File: config.mk
export PLATFORM = sky130hd
export DESIGN_NAME = mapping_group_ctrl
export DESIGN_NICKNAME = d
export VERILOG_FILES = /design/src/rtl/mapping_group_ctrl.sv
export SDC_FILE = /design/constraint.sdc
export NUM_CORES = 1
export LEC_CHECK = 0
export BUFFER_PORTS_ARGS = -buffer_cell sky130_fd_sc_hd__buf_4
export CAP_MARGIN = 20
export CORE_ASPECT_RATIO = 0.6
export CORE_MARGIN = 4
export CORE_UTILIZATION = 60
export DETAILED_ROUTE_END_ITERATION = 8
export PLACE_DENSITY_LB_ADDON = 0.15
export SYNTH_ARGS = -nofsm -noshare
export SYNTH_HDL_FRONTEND = slang
export SYNTH_SLANG_ARGS = --single-unit
File: constraint.sdc
create_clock -name clk_i -period 7.8 [get_ports clk_i]
set_clock_uncertainty 0.1 [all_clocks]
set_input_delay 0.78 -clock clk_i [delete_from_list [all_inputs] [get_ports clk_i]]
set_output_delay 0.78 -clock clk_i [all_outputs]
set_load 0.005 [all_outputs]
File: src/rtl/mapping_group_ctrl.sv
// Mapping-group shift sequencer: steps the datapath through bit-pair
// slices, accumulates slice outputs and returns one handshaked result.
module mapping_group_ctrl #(
  parameter logic [2:0] PIM_PARALLEL = 3'b100,
  parameter logic [2:0] PIM_RBR      = 3'b101,
  parameter int         NUM_STEPS    = 4,
  parameter int         ACC_WIDTH    = 32
) (
  input  logic                 clk_i,
  input  logic                 rst_ni,
  input  logic                 start_i,
  input  logic                 abort_i,
  input  logic [2:0]           pim_mode_i,
  input  logic                 eflash_valid_i,
  output logic                 eflash_req_o,
  output logic                 buf_write_en_1_o,
  output logic                 buf_write_en_2_o,
  output logic                 buf_read_en_o,
  output logic                 shift_counter_en_o,
  input  logic [31:0]          mapped_i,
  output logic                 busy_o,
  output logic [ACC_WIDTH-1:0] result_o,
  output logic                 result_valid_o,
  input  logic                 result_ready_i,
  output logic                 mode_err_o
);

  localparam int SW = (NUM_STEPS > 1) ? $clog2(NUM_STEPS) : 1;

  localparam logic [2:0] IDLE  = 3'd0;
  localparam logic [2:0] WR1   = 3'd1;
  localparam logic [2:0] WR2   = 3'd2;
  localparam logic [2:0] RD    = 3'd3;
  localparam logic [2:0] ACC   = 3'd4;
  localparam logic [2:0] DONE  = 3'd5;
  localparam logic [2:0] FLUSH = 3'd6;

  logic [2:0]           state, state_d;
  logic [2:0]           mode_q;
  logic [SW-1:0]        step_cnt;
  logic [ACC_WIDTH-1:0] acc;
  logic                 mode_ok;
  logic                 last;
  logic                 accept;

  assign mode_ok = (pim_mode_i == PIM_PARALLEL) ||
                   (pim_mode_i == PIM_RBR);
  assign last    = (step_cnt == SW'(NUM_STEPS - 1));
  assign accept  = (state == IDLE) && start_i;

  always_comb begin
    state_d            = state;
    eflash_req_o       = 1'b0;
    buf_write_en_1_o   = 1'b0;
    buf_write_en_2_o   = 1'b0;
    buf_read_en_o      = 1'b0;
    shift_counter_en_o = 1'b0;
    case (state)
      IDLE: begin
        if (start_i && mode_ok) state_d = WR1;
      end
      WR1: begin
        eflash_req_o = 1'b1;
        if (abort_i) begin
          state_d = FLUSH;
        end else if (eflash_valid_i) begin
          buf_write_en_1_o = 1'b1;
          state_d = (mode_q == PIM_RBR) ? WR2 : RD;
        end
      end
      WR2: begin
        eflash_req_o = 1'b1;
        if (abort_i) begin
          state_d = FLUSH;
        end else if (eflash_valid_i) begin
          buf_write_en_2_o = 1'b1;
          state_d = RD;
        end
      end
      RD: begin
        if (abort_i) begin
          state_d = FLUSH;
        end else begin
          buf_read_en_o = 1'b1;
          state_d = ACC;
        end
      end
      ACC: begin
        shift_counter_en_o = 1'b1;
        if (last) state_d = abort_i ? IDLE : DONE;
        else      state_d = abort_i ? FLUSH : WR1;
      end
      DONE: begin
        if (abort_i || result_ready_i) state_d = IDLE;
      end
      FLUSH: begin
        // Keep the clearless datapath counter aligned for the next op
        shift_counter_en_o = 1'b1;
        if (last) state_d = IDLE;
      end
      default: state_d = IDLE;
    endcase
  end

  always_ff @(posedge clk_i or negedge rst_ni) begin
    if (!rst_ni) begin
      state      <= IDLE;
      mode_q     <= '0;
      step_cnt   <= '0;
      acc        <= '0;
      mode_err_o <= 1'b0;
    end else begin
      state      <= state_d;
      mode_err_o <= accept && !mode_ok;
      if (accept && mode_ok) begin
        mode_q   <= pim_mode_i;
        acc      <= '0;
        step_cnt <= '0;
      end else begin
        if (state == ACC)
          acc <= acc + ACC_WIDTH'(mapped_i);
        if (shift_counter_en_o)
          step_cnt <= step_cnt + 1'b1;
      end
    end
  end

  assign busy_o         = (state != IDLE);
  assign result_valid_o = (state == DONE);
  assign result_o       = result_valid_o ? acc : '0;

endmodule

==> results.toml, run 1 <==
[logic_synthesis]
yosysWarnings = 0
synth-simple-area-share = 0.216
ys_types = 51
synth_largest_area_cell = "dfrtp_1"
synthArstFlopShare = 1.00
syn-num-nets = 507
syn_area_sq_um = 3590
synth-adder-area-share = 0.128
synth_cells = 430
synth_compound_area_frac = 0.261
synth_edf_count = 0
synth_seq_cells = 41
synth.area.mux_share = 0.0115
syn_area_per_cell_sq_um = 8.35
synth.area.top_cells = "dfrtp_1, ha_1, and2_1"
ys.flop_type = "dfrtp_1"
synth_top_family_by_area = "compound AO/OA/AOI/OAI gates"
yosysSeqAreaShare = 0.286
synth_xor_area_frac = 0.0659
yosys.area.top_type_share = 0.286

[die]
io_pins = 81
num_rows = 21
die_area_sq_um = 7320
die_w_um = 108
start_util = 0.632
coreArea_sq_um = 5680
fp.dieH_um = 67.9

[clock_tree]
cts_tree = "built"
clk_pin_slew_worst_paths_ns = 0.09
post_cts_buffers = 0
clockBufferDepth = 2
cts.sinks = 41
htreeDepth = 2
clkLatencyLatePin_ns = 0.30
holdBufCountCts = 0
cts-root-buf = "clkbuf_8"
cts_made_buffers = 5
cts_resized = 0

[sta]
relSlewSlack = 0.367
clock.fmax_mhz = 318
finalMaxSlewViolations = 0
period_minus_slack_ns = 3.15
setup_viol = 0
hold_viol = 0
tns_ns = 0
min_period_over_period = 0.403
worst_slew_pin_slew_ns = 0.948
rsz0062_at_grt = "false"

[critical_path]
crit_fanout = 4
critPathArrivalTime_ns = 3.24
cp-start-kind = "input pin"
crit_type = "in -> reg"
worst_ep_required_time_ns = 7.89
critPathCaptureType = "flip-flop"

[place]
dp.final_hpwl_mm = 7.06
routabilityCongestion = 0.921
numPortBuffers = 80
dp.cells = 572

[route]
detail_route.wl_per_cell_um = 16.0
drtIter0Drc = 239
via_count = 3427
route.detailed.drc = 0
first_pass_iters = 5
postRouteWirelength_mm = 9.29
ant_nets = 0
viasPerCell = 5.90

[finish]
areaGrowthSynthToFinish_pct = 20.6
nFillCells = 460
finalNonFillerCells = 581
nets = 577
n_antenna_cell = 0
drive_gt1_frac = 0.206

[global_route]
grt_pass1_vias = 3227
grt_max_degree = 45
grt_pass1_wl_mm = 15.2
grt_antenna_before_repair = 0
grt.overflow.total = 0
grt_usage = 0.259

[power_and_ir_drop]
power_leakage_nw = 2.07
ir_drop_mv = 0.193
powerDensity_nw_per_um2 = 384

[flow_run]
cap_violations = 0

[status]
status = "finished, final reports clean"

[min_path]
hold_path.class = "in -> async"
cells by family after synthesis:
kind of cell	Yosys count
fa+ha+maj	36
xor+xnor	27
flops	41
simple gates	152
compound gates	140
mux	4
buf+inv	30
per-layer routing:
metal,vias up,global-route usage,part of all wire
met5,-,0,0
met4,0,0.0583,0.0092
met3,11,0.0481,0.079
met2,130,0.406,0.44
met1,1595,0.377,0.47
li1,1691,-,-
area by class of cell:
class	instances	area (sq um)	share of cell area
inverters	10	37.5	0.00867
flip-flops and latches	41	1030	0.237
repair buffers	83	627	0.145
well taps	80	100	0.0231
clock inverters	2	15.0	0.00347
clock buffers	6	72.6	0.0168
multi-input cells	359	2450	0.566
synthesized netlist by cell type (2+ instances only):
cell type / count
a211o_1: 2
a211oi_1: 6
a21o_1: 15
a21oi_1: 37
a21oi_2: 2
a31oi_1: 4
and2_1: 34
and3_1: 3
clkbuf_1: 19
dfrtp_1: 41
ha_1: 35
inv_1: 10
mux2i_1: 3
nand2_1: 51
nand2b_1: 4
nand3_1: 10
nand3b_1: 2
nand4_1: 4
nor2_1: 20
nor2b_1: 4
nor3_1: 5
nor3b_1: 6
nor4b_1: 2
o211ai_1: 5
o21a_1: 8
o21ai_0: 30
o21bai_1: 2
o221ai_1: 2
o22ai_1: 10
o31a_1: 2
o31ai_1: 5
or3_1: 3
xnor2_1: 15
xor2_1: 12
critical path, stage by stage:
cell and delay, ns:
buf_4 0.11, ha_1 0.22, fa_1 0.43, a211o_1 0.32
a21oi_2 0.16, o21a_4 0.19, o211ai_4 0.13, a31oi_4 0.24
nor3_2 0.08, o31a_1 0.29, a211o_1 0.28
path summary, 6_finish.rpt:
check	startpoint	endpoint	slack [ns]	depth (start not counted)
max reg2reg	acc[0]	acc[30]	4.84	10
max in group asynchronous	rst_ni	acc[18]	6.87	1
min reg2reg	acc[31]	acc[31]	0.37	1
max	mapped_i[0]	acc[30]	4.65	11
min	rst_ni	state[2]	0.35	1
min in group clk_i	acc[31]	acc[31]	0.37	1
metrics by stage:
step | hold WS (ns) | total power [mW] | instance area (sq um) | util | worst slack [ns]
finish | 0.350 | 1.66 | 4330 | 0.763 | 4.65
global route | 0.393 | 1.81 | 4330 | 0.763 | 4.57
detailed placement | 0.361 | 1.50 | 4230 | 0.745 | 4.35
floorplan | 0.334 | 1.22 | 3590 | - | 4.63
CTS | 0.375 | 1.65 | 4320 | 0.761 | 4.62
global placement | 0.354 | 1.46 | 4230 | 0.745 | 4.43
registers in the layout, summed over array words and instances (netlist names):
signal / cells
mode_q: 3
mode_err_o: 1
step_cnt: 2
state: 3
acc: 32
placed cells by master, fill, tap and decap left out, drive strengths merged, types with 2 or more instances in the layout:
| cell type | netlist | routed |
|---|---|---|
| buf | 1 | 83 |
| nand2 | 51 | 51 |
| dfrtp | 41 | 41 |
| a21oi | 39 | 39 |
| ha | 35 | 35 |
| and2 | 34 | 34 |
| o21ai | 31 | 31 |
| nor2 | 21 | 21 |
| xnor2 | 15 | 15 |
| a21o | 15 | 15 |
| xor2 | 12 | 12 |
| inv | 10 | 10 |
| nand3 | 10 | 10 |
| o22ai | 10 | 10 |
| o21a | 9 | 9 |
| nor3b | 6 | 6 |
| a211oi | 6 | 6 |
| nor3 | 6 | 6 |
| o211ai | 6 | 6 |
| clkbuf | 19 | 6 |
| o31ai | 5 | 5 |
| a31oi | 5 | 5 |
| nor2b | 4 | 4 |
| nand2b | 4 | 4 |
| nand4 | 4 | 4 |
| or3 | 3 | 3 |
| mux2i | 3 | 3 |
| and3 | 3 | 3 |
| nand3b | 2 | 2 |
| nor4b | 2 | 2 |
| o221ai | 2 | 2 |
| a211o | 2 | 2 |
| o31a | 2 | 2 |
| o21bai | 2 | 2 |
| clkinvlp | 0 | 2 |
report_power, final:
group / switching [mW] / total [mW] / internal [mW]
Combinational: 0.614 / 1.10 / 0.491
Clock: 0.0821 / 0.145 / 0.0632
Sequential: 0.0966 / 0.412 / 0.316
Total: 0.793 / 1.66 / 0.870
Power figures use the tool's default switching activity.
==> inputs of run 2 (changes only) <==
--- a/config.mk
+++ b/config.mk
@@ -9,7 +9,7 @@
 export CAP_MARGIN = 20
 export CORE_ASPECT_RATIO = 0.6
 export CORE_MARGIN = 4
-export CORE_UTILIZATION = 60
+export CORE_UTILIZATION = 50
 export DETAILED_ROUTE_END_ITERATION = 8
 export PLACE_DENSITY_LB_ADDON = 0.15
 export SYNTH_ARGS = -nofsm -noshare
==> constraint.sdc (replaced) <==
create_clock -name clk_i -period 2.6 [get_ports clk_i]
set_clock_uncertainty 0.1 [all_clocks]
set_input_delay 0.26 -clock clk_i [delete_from_list [all_inputs] [get_ports clk_i]]
set_output_delay 0.26 -clock clk_i [all_outputs]
set_load 0.005 [all_outputs]
==> run 2 against run 1 <==
Via count increased by 6.1%. Cell area rose by 11%. Critical path depth fell by 1. Sequential power rose to 3.0 times the previous value. Global-route usage decreased by 1.7 points. Combinational power grew to 3.7 times the previous value. Register-to-register slack lost 4.9 ns. Non-clock buffer count rose by 38. Clock power rose to 4.5 times the previous value. The flow now finishes with violations (negative setup slack).
==> results.toml, run 2 (synthesized netlist as in run 1, its figures left out) <==
[route]
detail_route.wl_per_cell_um = 16.9
postRouteWirelength_mm = 10.6
route.met3.wl_um = 669
drtIter0Drc = 326
ant_nets = 0
via_count = 3635
viasPerCell = 5.81
wl_met2_mm = 4.64
route.detailed.drc = 0
highest_layer = "met4"
first_pass_iters = 4
wl_met1_mm = 5.14

[power_and_ir_drop]
ir_drop_mv = 0.526
powerDensity_nw_per_um2 = 1230
total_power_mw = 5.92
power_leakage_nw = 2.30

[critical_path]
critPathArrivalTime_ns = 2.76
cp-start-kind = "flip-flop"
path_cells = "ha_4, fa_2, a211o_1, a21oi_2, o21a_4, o21ai_4, a21oi_2, nor3b_2, or3_1, a32o_1"
crit_top_cell = "a21oi_2"
critPathCaptureType = "flip-flop"
crit_slowest_cell = "dfrtp_1"
cp_slowest_stage_delay_ns = 0.42
crit_fanout = 3
crit_type = "reg -> reg"
worst_ep_required_time_ns = 2.68

[sta]
setup_viol = 3
finalMaxSlewViolations = 0
worst_slew_pin_slew_ns = 1.05
relSlewSlack = 0.299
clock.fmax_mhz = 373
period_minus_slack_ns = 2.68
timing.final.ws_setup_ns = -0.0826
min_period_over_period = 1.03
rsz0062_at_grt = "true"
hold_viol = 0
tns_ns = -0.153

[place]
placed_area_sq_um = 4450
dp.final_hpwl_mm = 7.68
numPortBuffers = 80
dp.cells = 605
routabilityCongestion = 0.939
preCtsSetupSlack_ns = -0.102

[finish]
final_common_cell = "buf_4"
regMostFlops = "acc"
largest_reg_flops = 32
biggestRegsByFlops = "acc x32, mode_q x3, state x3"
drive_gt1_frac = 0.301
layout_common_cells = "buf_4, nand2_1, dfrtp_1"
final_area_sq_um = 4830
finalNonFillerCells = 626
nets = 615
areaGrowthSynthToFinish_pct = 34.5
n_antenna_cell = 0

[min_path]
hold_path.class = "in -> reg"

[clock_tree]
htreeDepth = 2
clkLatencyLatePin_ns = 0.29
cts_tree = "built"
cts_made_buffers = 5
clockBufferDepth = 2
cts-root-buf = "clkbuf_16"
clk_pin_slew_worst_paths_ns = 0.07
cts.sinks = 41

[die]
fp.dieH_um = 73.6
start_util = 0.526
num_rows = 23
die_w_um = 117
die_area_sq_um = 8640
io_pins = 81
coreArea_sq_um = 6820

[status]
violations = "negative setup slack"
status = "finished, violations left"

[global_route]
grt_pass1_wl_mm = 17.0
grt_pass1_vias = 3422
grt.overflow.total = 0
grt_usage = 0.243
grt_antenna_before_repair = 0
grt_max_degree = 42

[flow_run]
cap_violations = 0
-- run 2: where the power goes --
part / internal (mW) / switching (mW) / total (mW)
clock network: 0.356 / 0.291 / 0.647
logic: 1.91 / 2.13 / 4.04
registers: 0.949 / 0.288 / 1.24
-- run 2: layout make-up --
cell class	instances	area, sq um
Timing Repair Buffer	121	922
Inverter	10	37.5
Multi-Input combinational cell	359	2580
Tap cell	87	109
Fill cell	535	1990
Clock inverter	3	22.5
Sequential cell	41	1030
Clock buffer	5	125
-- run 2: layer usage --
layer,GRT usage,vias to the layer above
met5,0,-
met4,0.0559,0
met3,0.0454,17
met2,0.382,126
met1,0.350,1727
li1,-,1765
-- run 2: what timing repair did --
item,4_1_cts,5_1_grt
pin swaps,8,11
setup buffers,7,5
hold buffers,1,0
resized for setup,7,27
gates cloned,0,0
endpoints found under the setup margin,8,15
hold endpoints to repair,41,0
-- run 2: path summary, 6_finish.rpt --
path	startpoint	end	slack [ns]	depth (start not counted)
max reg2reg	acc[0]	acc[18]	-0.08	10
max in group asynchronous	rst_ni	acc[22]	1.61	2
max	acc[0]	acc[18]	-0.08	10
min in group asynchronous	rst_ni	acc[0]	0.40	2
min	pim_mode_i[0]	mode_q[0]	0.1	2
min reg2reg	mode_q[2]	mode_q[2]	0.37	1
-- run 2: worst max-delay path, delay by kind of cell (launching register included) --
kind                       cells  cell delay (ns)
AOI/OAI and AO/OA              6             1.14
adders and majority gates      2             0.53
DFF                            1             0.42
and+or+nand+nor                2             0.36
-- run 2: per-stage QoR --
stage          hold slack [ns]  utilization
3_5_place_dp             0.193        0.653
3_3_place_gp             0.191        0.653
5_1_grt                  0.108        0.708
6_report                0.0968        0.708
2_1_floorplan           -0.136            -
4_1_cts                  0.100        0.688
